<file path="src/rtl/pipeline_hazard_ctrl.sv">
// rtl/pipeline_hazard_ctrl.sv - stall/flush/forwarding controller for the 5-stage RV32I pipeline
module pipeline_hazard_ctrl #(
    parameter int MEM_TIMEOUT = 255,
    parameter int CNT_W       = 32
) (
    input  logic             clk,
    input  logic             rst,
    input  logic [4:0]       id_rs1,
    input  logic [4:0]       id_rs2,
    input  logic             id_use_rs1,
    input  logic             id_use_rs2,
    input  logic [4:0]       ex_rs1,
    input  logic [4:0]       ex_rs2,
    input  logic [4:0]       ex_rd,
    input  logic             ex_mem_read,
    input  logic [4:0]       mem_rd,
    input  logic             mem_reg_write,
    input  logic             mem_access,
    input  logic             branch_taken,
    input  logic [4:0]       wb_rd,
    input  logic             wb_reg_write,
    input  logic             dmem_ack,
    output logic             dmem_req,
    output logic             pc_en,
    output logic             pc_sel_target,
    output logic             if_id_en,
    output logic             if_id_flush,
    output logic             id_ex_en,
    output logic             id_ex_flush,
    output logic             ex_mem_en,
    output logic             ex_mem_flush,
    output logic             mem_wb_flush,
    output logic [1:0]       fwd_a,
    output logic [1:0]       fwd_b,
    output logic             mem_err,
    output logic [CNT_W-1:0] stall_cycles
);

    localparam logic [1:0] ST_RUN      = 2'd0;
    localparam logic [1:0] ST_MEM_WAIT = 2'd1;
    localparam logic [1:0] ST_ERR      = 2'd2;

    localparam logic [15:0]      TIMEOUT_VAL = 16'(MEM_TIMEOUT);
    localparam logic [15:0]      WAIT_ONE    = 16'd1;
    localparam logic [CNT_W-1:0] CNT_ONE     = CNT_W'(1);
    localparam logic [CNT_W-1:0] CNT_MAX     = {CNT_W{1'b1}};

    logic [1:0]  state;
    logic [15:0] wait_cnt;
    logic        mem_stall;
    logic        load_use;
    logic        in_err;

    assign in_err    = (state == ST_ERR);
    assign mem_err   = in_err;
    assign dmem_req  = mem_access & ~in_err & ~rst;
    assign mem_stall = mem_access & ~dmem_ack;
    assign load_use  = ex_mem_read & (ex_rd != 5'd0) &
                       ((id_use_rs1 & (id_rs1 == ex_rd)) |
                        (id_use_rs2 & (id_rs2 == ex_rd)));

    // Reset forces every register to load its zero/bubble value; ERR freezes the whole pipe.
    always_comb begin
        pc_en         = 1'b1;
        pc_sel_target = 1'b0;
        if_id_en      = 1'b1;
        if_id_flush   = 1'b0;
        id_ex_en      = 1'b1;
        id_ex_flush   = 1'b0;
        ex_mem_en     = 1'b1;
        ex_mem_flush  = 1'b0;
        mem_wb_flush  = 1'b0;
        if (rst) begin
            if_id_flush  = 1'b1;
            id_ex_flush  = 1'b1;
            ex_mem_flush = 1'b1;
            mem_wb_flush = 1'b1;
        end else if (in_err) begin
            pc_en     = 1'b0;
            if_id_en  = 1'b0;
            id_ex_en  = 1'b0;
            ex_mem_en = 1'b0;
        end else if (mem_stall) begin
            pc_en        = 1'b0;
            if_id_en     = 1'b0;
            id_ex_en     = 1'b0;
            ex_mem_en    = 1'b0;
            mem_wb_flush = 1'b1;
        end else if (branch_taken) begin
            pc_sel_target = 1'b1;
            if_id_flush   = 1'b1;
            id_ex_flush   = 1'b1;
            ex_mem_flush  = 1'b1;
        end else if (load_use) begin
            pc_en       = 1'b0;
            if_id_en    = 1'b0;
            id_ex_flush = 1'b1;
        end
    end

    // EX/MEM is the younger producer, so it wins over MEM/WB; x0 is never forwarded.
    always_comb begin
        fwd_a = 2'b00;
        fwd_b = 2'b00;
        if (!rst) begin
            if (mem_reg_write && mem_rd != 5'd0 && mem_rd == ex_rs1)
                fwd_a = 2'b10;
            else if (wb_reg_write && wb_rd != 5'd0 && wb_rd == ex_rs1)
                fwd_a = 2'b01;
            if (mem_reg_write && mem_rd != 5'd0 && mem_rd == ex_rs2)
                fwd_b = 2'b10;
            else if (wb_reg_write && wb_rd != 5'd0 && wb_rd == ex_rs2)
                fwd_b = 2'b01;
        end
    end

    always_ff @(posedge clk) begin
        if (rst) begin
            state    <= ST_RUN;
            wait_cnt <= 16'd0;
        end else begin
            case (state)
                ST_RUN: begin
                    if (mem_stall) begin
                        state    <= ST_MEM_WAIT;
                        wait_cnt <= WAIT_ONE;
                    end
                end
                ST_MEM_WAIT: begin
                    if (dmem_ack && dmem_req) begin
                        state    <= ST_RUN;
                        wait_cnt <= 16'd0;
                    end else if (wait_cnt == TIMEOUT_VAL) begin
                        state <= ST_ERR;
                    end else begin
                        wait_cnt <= wait_cnt + WAIT_ONE;
                    end
                end
                ST_ERR: state <= ST_ERR;
                default: begin
                    state    <= ST_RUN;
                    wait_cnt <= 16'd0;
                end
            endcase
        end
    end

    always_ff @(posedge clk) begin
        if (rst)
            stall_cycles <= '0;
        else if (!pc_en && !in_err && stall_cycles != CNT_MAX)
            stall_cycles <= stall_cycles + CNT_ONE;
    end

endmodule
</file>
<file path="config.mk">
export PLATFORM = sky130hd
export DESIGN_NAME = pipeline_hazard_ctrl
export DESIGN_NICKNAME = d
export VERILOG_FILES = /design/src/rtl/pipeline_hazard_ctrl.sv
export SDC_FILE = /design/constraint.sdc
export NUM_CORES = 1
export LEC_CHECK = 0
export CAP_MARGIN = 20
export CORE_ASPECT_RATIO = 2
export CORE_MARGIN = 10
export CORE_UTILIZATION = 50
export DETAILED_ROUTE_END_ITERATION = 7
export PLACE_DENSITY = 0.9
export SYNTH_ARGS = -nofsm -noshare
export SYNTH_HDL_FRONTEND = slang
export SYNTH_SLANG_ARGS = --single-unit
</file>
<file path="constraint.sdc">
create_clock -name clk -period 3.42 [get_ports clk]
set_input_delay 0.513 -clock clk [delete_from_list [all_inputs] [get_ports clk]]
set_output_delay 0.513 -clock clk [all_outputs]
set_load 0.005 [all_outputs]
</file>
After elaboration in Yosys (flattened, before gate mapping):

Index checks and enable logic that the tools add are counted.

* $add $sub $neg: 2
* equal/unequal tests: 13
* muxes and demuxes: 35
* bitwise gates (word level): 11
* reduce and logical (&&, ||, !) cells: 17

Operators by type and width (number)
* 2-to-1 mux 16 bit: 3
* one-hot mux 16 bit (3 select lines): 1
* adder 32 x 1 -> 32 bit (second input constant): 1
* != test 32 bit (second input constant): 1
* equality test 5 bit: 6
* 2-to-1 mux 1 bit: 23
* adder 16 x 1 -> 16 bit (second input constant): 1
* equality test 16 x 8 -> 1 bit (second input constant): 1
* nonzero test 5 bit: 3
* 2-to-1 mux 2 bit: 7
* logical AND 1 bit: 9
* AND 1 bit: 7
* != test 3 bit (second input constant): 2
* one-hot mux 2 bit (3 select lines): 1
* inverter 1 bit: 3
* AND reduction 3 bit: 1
* equality test 2 x 1 -> 1 bit (second input constant): 1
* equality test 2 bit (second input constant): 1
* logical NOT 1 bit: 2
* logical NOT 2 bit: 1
* != test 2 bit (second input constant): 1
* AND reduction 2 bit: 1
* bitwise OR 1 bit: 1

* bits in registers: 50
* bits of input ports: 45
* logic and storage cells: 81

Longest topological paths before layout:

Gate-level depths: netlist of run 1.

* depth in word-level cells: 12
* mapped depth: 9
* mapped depth without buffers: 7

Worst setup path after synthesis of run 1:

No wires, ideal clock.

* path type: input -> register
* start point: in ex_rd[3]
* end point: reg stall_cycles[26]
* arrival time: 2.164 ns
* required time: 3.299 ns
* slack: 1.135 ns
* stages on the path: 8
* path buffers: 2
* path through: xor2_1 -> nor4_2 -> a32oi_1 -> o21a_1 -> buf_6 -> buf_6 -> nor4_1 -> mux2_2

* longest elaborated chain between the ends: 12
* elaborated cells between the ends (all ways): 16
* classes of those cells: eq/ne: 2; mux: 5; bitwise: 5; reduce/logical: 4

Ends and longest elaborated chain
* start: declaration: RTL line 14 `input logic [4:0] ex_rd,`
* equality test 5 bit (on tied branches): RTL line 59, 60
* AND 1 bit (on tied branches): RTL line 59, 60
* bitwise OR 1 bit: RTL line 59 `((id_use_rs1 & (id_rs1 == ex_rd)) |`
* AND 1 bit *: RTL line 58 `assign load_use = ex_mem_read & (ex_rd != 5'd0) &`
* 2-to-1 mux 1 bit *: RTL line 94 `end else if (load_use) begin`
* 2-to-1 mux 1 bit *: RTL line 89 `end else if (branch_taken) begin`
* 2-to-1 mux 1 bit *: RTL line 83 `end else if (mem_stall) begin`
* 2-to-1 mux 1 bit *: RTL line 78 `end else if (in_err) begin`
* 2-to-1 mux 1 bit *: RTL line 73 `if (rst) begin`
* logical NOT 1 bit *: RTL line 151 `else if (!pc_en && !in_err && stall_cycles != CNT_MAX)`
* logical AND 1 bit * (2 in series): RTL line 151
* end signal: assignment: RTL line 152 `stall_cycles <= stall_cycles + CNT_ONE;`
* end: declaration: RTL line 36 `output logic [CNT_W-1:0] stall_cycles`

Every way passes the cells marked *; elsewhere a longest branch is shown, timed or not.
A chain may end at the register's enable or synchronous reset.

Worst setup path after layout of run 1:

* start point: in mem_rd[1]
* end point: out fwd_b[0]

* longest elaborated chain between the ends: 5
* elaborated cells between the ends (all ways): 6
* classes of those cells: eq/ne: 1; mux: 2; reduce/logical: 3

Ends and longest elaborated chain
* start: declaration: RTL line 16 `input logic [4:0] mem_rd,`
* nonzero test 5 bit: RTL line 110 `if (mem_reg_write && mem_rd != 5'd0 && mem_rd == ex_rs2)`
* logical AND 1 bit: RTL line 110
* logical AND 1 bit *: RTL line 110
* 2-to-1 mux 2 bit *: RTL line 110
* 2-to-1 mux 2 bit *: RTL line 105 `if (!rst) begin`
* end: declaration: RTL line 34 `output logic [1:0] fwd_b,`

Marks and branches as above.

==> impl_metrics.tcl, run 1 <==
set metrics [dict create \
    grt_use_total_pct 18.5 \
    root_buffer "clkbuf_16" \
    core_area_mm2 0.00606 \
    worst_pin_slew_ns 0.948 \
    grt_pass1_vias 3382 \
    timing.rr.end "stall_cycles[13]" \
    insertion_delay_ns 0.30 \
    drv_cap 0 \
    antenna_found_initial 0 \
    synth-edff-count 0 \
    setup_violations 0 \
    worstSetupEndpointType "output pin" \
    ant_nets 0 \
    grt_max_degree 57 \
    num_rows 40 \
    cts_buffers 5 \
    critPathMaxFanout 4 \
    ys.flop_type "dfxtp_1" \
    layout.nets 516 \
    overflow 0 \
    final_max_slew_viol_count 0 \
    place_hpwl_mm 7.45 \
    power.internal_w 0.000956 \
    layout_worst_path_cycle_share_pct 96.1 \
    synth_fp_nets 435 \
    synth-async-reset-ratio_pct 0 \
    max-vdd-ir-drop_mv 0.359 \
    leakage_nw 1.34 \
    ys_seq_area_share_pct 31.9 \
    via_count 3379 \
    p_comb_share_pct 14.9 \
    hp-class "flop to flop" \
    clock-sinks 50 \
    dr.first_iter.drc_count 301 \
    worstSetupPathType "input port to output pin" \
    dp.cells 546 \
    final_cell_mix "clkdlybuf4s50_1 (91), dfxtp_1 (50), nor2_1 (29), a21oi_1 (29), xnor2_1 (25)" \
    path_clk_slew_ns 0.08 \
    p_switching_w 0.000333 \
    layout_commonest_cell "clkdlybuf4s50_1" \
    r2r_slack_ns 0.44 \
    drive_above_1_share_pct 5.53 \
    htreeDepth 2 \
    syn-instance-count 388 \
    synth.distinct_cells 52 \
    hold_viol 0 \
    cts_tree "built" \
    dr.pass1.iters 4 \
    port_buffers 91 \
    pwr-share-clk_pct 39.3 \
    grt_pass1_wl_mm 15.8 \
    fin_util_pct 70.2 \
    finalCriticalPeriod_ns 3.29 \
    place_congestion 0.858 \
    fmax_ghz 0.304 \
    min_to "stall_cycles[31]" \
    drt-vias-per-instance 6.10 \
    ctsHoldBuffers 0 \
    reg2reg_depth 6 \
    p_sw_share_pct 25.9 \
    drc 0 \
    ys_ff_latch 50 \
    power_frac_seq_pct 45.8 \
    yosys_warnings 0 \
    start_util_pct 51.9 \
    worstPathRequired_ns 2.91 \
    netlist_area_mm2 0.00314 \
    powerDensity_mw_per_mm2 303 \
    skew_ns 0.00993 \
    die_h_um 132 \
    dieArea_mm2 0.0100 \
    min_delay_path_depth 2 \
    status "finished clean" \
    hold_path_startpoint "stall_cycles[31]" \
    antenna_cells 0 \
    chipWidth_um 76.1 \
    rr_startpoint "stall_cycles[3]" \
    syn2layout_area_growth_pct 35.2 \
    wl_mm 9.65 \
    arrival_ns 2.77 \
    num_io_pins 92 \
    slew_headroom_pct 36.6 \
    cts_buffer_depth 2 \
    syn_area_per_cell_um2 8.10 \
    layoutNonFillerInstCount 554 \
    critPathLaunchType "input port" \
    wire_per_inst_um 17.4 \
]
==> cell usage after synthesis (6+ instances only) <==
master | number | area share (%)
a21oi_1 | 29 | 4.6
and3_1 | 6 | 1.2
buf_2 | 6 | 0.96
clkbuf_1 | 11 | 1.3
dfxtp_1 | 50 | 32
nand2_1 | 24 | 2.9
nand3_1 | 18 | 2.9
nand4_1 | 18 | 3.6
nor2_1 | 29 | 3.5
nor3_1 | 14 | 2.2
nor4_1 | 11 | 2.2
o21ai_0 | 15 | 2.4
o31ai_1 | 16 | 3.8
or3_1 | 8 | 1.6
or4_1 | 21 | 5.0
xnor2_1 | 25 | 7.0
xor2_1 | 18 | 5.0
==> layer usage <==
metal / track usage, % / routed length (µm) / vias up
met3: 4.51 / 567 / 34
met1: 16.4 / 3270 / 1591
met4: 11.4 / 427 / 0
met5: 0 / 0 / -
li1: - / - / 1616
met2: 35.6 / 5390 / 138
==> per-stage QoR <==
stage               TNS (ns)  hold WS (ns)  setup WS, ns  area, µm²  power (W)
finish                     0         0.499         0.132       4250    0.00129
global route        -0.00194         0.519      -0.00194       4250    0.00133
CTS                        0         0.499        0.0265       4250    0.00129
detailed placement         0         0.489        0.0305       4100   0.000794
global placement           0         0.474        0.0767       4100   0.000788
floorplan                  0         0.471          1.13       3140   0.000695
==> worst max-delay path by stage <==
stage / from / endpoint / slack (ns)
6_report: mem_rd[1] / fwd_b[0] / 0.13
5_1_grt: mem_rd[1] / fwd_b[0] / -0.002
4_1_cts: mem_rd[1] / fwd_b[0] / 0.03
3_5_place_dp: mem_rd[1] / fwd_b[0] / 0.03
3_3_place_gp: mem_rd[1] / fwd_b[0] / 0.08
2_1_floorplan: ex_rd[3] / stall_cycles[26] / 1.13
==> state kept, by name, indices dropped and copies added (netlist names) <==
register      count
stall_cycles     32
wait_cnt         16
state             2
==> power by group through the flow <==
stage / Combinational (W) / Sequential, W / Clock (W)
3_3_place_gp: 0.000185 / 0.000604 / 0
2_1_floorplan: 0.0000930 / 0.000602 / 0
4_1_cts: 0.000191 / 0.000591 / 0.000507
6_report: 0.000192 / 0.000591 / 0.000507
3_5_place_dp: 0.000190 / 0.000604 / 0
5_1_grt: 0.000209 / 0.000591 / 0.000530
==> layout make-up <==
type / instances / area, µm²
Fill cell: 476 / 1810
Inverter: 5 / 18.8
Multi-Input combinational cell: 308 / 1990
Clock inverter: 3 / 21.3
Clock buffer: 5 / 125
Sequential cell: 50 / 1000
Timing Repair Buffer: 99 / 983
Tap cell: 84 / 105
==> critical path: stages <==
cell and delay, ns:
clkdlybuf4s50_1 0.50, or4_1 0.59, o21ai_2 0.21, nor3_1 0.08, nor4_1 0.29, clkdlybuf4s50_1 0.58
==> repair_timing <==
action                                  4_1_cts  5_1_grt
endpoints found under the setup margin        0        2
resized for setup                             0        2
buffers inserted                              0        0
==> logic make-up after synthesis <==
group	share of synthesized area, %
xor gates and xnor gates	12.0
and+or+nand+nor	32.7
muxes	1.43
buffers and inverters	4.78
adders and majority gates	0.796
DFF	31.9
AOI/OAI and AO/OA	16.4
Power figures use the tool's default switching activity.
==> run 2, diff against run 1 <==
Settings changed: GPL_TIMING_DRIVEN set to 0.
==> impl_metrics.tcl, run 2 (synthesized netlist as in run 1, its figures left out) <==
set metrics [dict create \
    htreeDepth 2 \
    drt-vias-per-instance 6.13 \
    drive_above_1_share_pct 5.95 \
    reg_top3 "stall_cycles (32), wait_cnt (16), state (2)" \
    wire_per_inst_um 18.0 \
    port_buffers 91 \
    critPathMaxFanout 3 \
    cts_tree "built" \
    final_max_slew_viol_count 0 \
    layout_worst_path_cycle_share_pct 96.5 \
    r2r_slack_ns 0.91 \
    clock-sinks 50 \
    worstPathRequired_ns 2.91 \
    path_clk_slew_ns 0.07 \
    ant_nets 0 \
    status "finished clean" \
    drv_cap 0 \
    final_cell_mix "clkdlybuf4s50_1 (91), dfxtp_1 (50), nor2_1 (29), a21oi_1 (29), xnor2_1 (25)" \
    hp-class "flop to flop" \
    ctsHoldBuffers 0 \
    overflow 0 \
    antenna_found_initial 0 \
    start_util_pct 51.9 \
    arrival_ns 2.79 \
    grt_max_degree 18 \
    critPathLaunchType "input port" \
    finalPower_w 0.00130 \
    multi_input_area_mm2 0.00199 \
    powerDensity_mw_per_mm2 302 \
    drc 0 \
    cts_buffers 5 \
    wl_mm 10.3 \
    rsz0062_at_grt "false" \
    largest_reg_flops 32 \
    seqCellArea_mm2 0.00100 \
    place_hpwl_mm 8.13 \
    max-vdd-ir-drop_mv 0.251 \
    dieArea_mm2 0.0100 \
    layout.nets 533 \
    grt_pass1_vias 3628 \
    insertion_delay_ns 0.30 \
    antenna_cells 0 \
    leakage_nw 1.37 \
    postPlaceCellArea_mm2 0.00416 \
    cts_buffer_depth 2 \
    worstSetupPathType "input port to output pin" \
    regMostFlops "stall_cycles" \
    num_rows 40 \
    finalCriticalPeriod_ns 3.30 \
    dr.first_iter.drc_count 442 \
    setup_violations 0 \
    root_buffer "clkbuf_16" \
    place_congestion 0.902 \
    core_area_mm2 0.00606 \
    worstSetupEndpointType "output pin" \
    nFillCells 471 \
    via_count 3499 \
    chipWidth_um 76.1 \
    hold_viol 0 \
    syn2layout_area_growth_pct 37.1 \
    num_io_pins 92 \
    fmax_ghz 0.303 \
    layout_commonest_cell "clkdlybuf4s50_1" \
    grt_pass1_wl_mm 16.7 \
    dr.pass1.iters 5 \
    die_h_um 132 \
    slew_headroom_pct 61.2 \
    grt_use_total_pct 19.4 \
    skew_ns 0.0113 \
    worst_pin_slew_ns 0.582 \
    postLayoutCellArea_mm2 0.00431 \
]
## run 2: final cells by class
type | count | area share (%)
buffer | 25 | 3.05
sequential | 50 | 23.2
clock buffer | 5 | 2.91
multi-input combinational | 308 | 46.2
inverter | 5 | 0.436
timing repair buffer | 91 | 21.2
tap | 84 | 2.44
clock inverter | 3 | 0.552
## run 2: routing by layer
layer / wire length [µm] / part of all wire (%) / up-vias / track usage, %
li1: - / - / 1648 / -
met1: 3510 / 34 / 1660 / 16.5
met2: 5810 / 56 / 158 / 38.5
met3: 603 / 5.9 / 33 / 4.99
met4: 367 / 3.6 / 0 / 11.0
met5: 0 / 0 / - / 0
## run 2: stage by stage
step	cells	utilization [%]	TNS [ns]	hold WS [ns]	setup WS [ns]
finish	571	71.1	0	0.508	0.120
detailed placement	563	68.7	-0.0364	0.492	-0.0364
global placement	563	68.7	0	0.474	0.0655
floorplan	388	-	0	0.471	1.13
CTS	571	71.1	0	0.502	0.0378
global route	571	71.1	0	0.526	0.0259
## run 2: power by group
part           leakage (nW)  total [W]  internal [W]  switching, W
Combinational         0.896   0.000201      0.000101     0.0000995
Clock                0.0664   0.000511      0.000274      0.000237
Sequential            0.403   0.000589      0.000586    0.00000340
## run 2: repair_timing
action / CTS / global route
buffers inserted: 0 / 0
setup endpoints to repair: 1 / 3
cloned: 0 / 0
gates resized for setup: 1 / 2
## run 2: path summary, 6_finish.rpt
check | from | cells after the start | end
setup / recovery | ex_rd[1] | 8 | pc_en
hold / removal | stall_cycles[6] | 2 | stall_cycles[6]
setup reg to reg | stall_cycles[3] | 7 | stall_cycles[13]
hold reg to reg | stall_cycles[6] | 2 | stall_cycles[6]
## run 2: worst max-delay path, stage by stage
cell and delay, ns:
clkdlybuf4s50_1 0.47, or4_1 0.55, o21ai_1 0.20, or2_2 0.16
nor2_1 0.04, o21ai_1 0.19, buf_4 0.14, clkdlybuf4s50_1 0.51
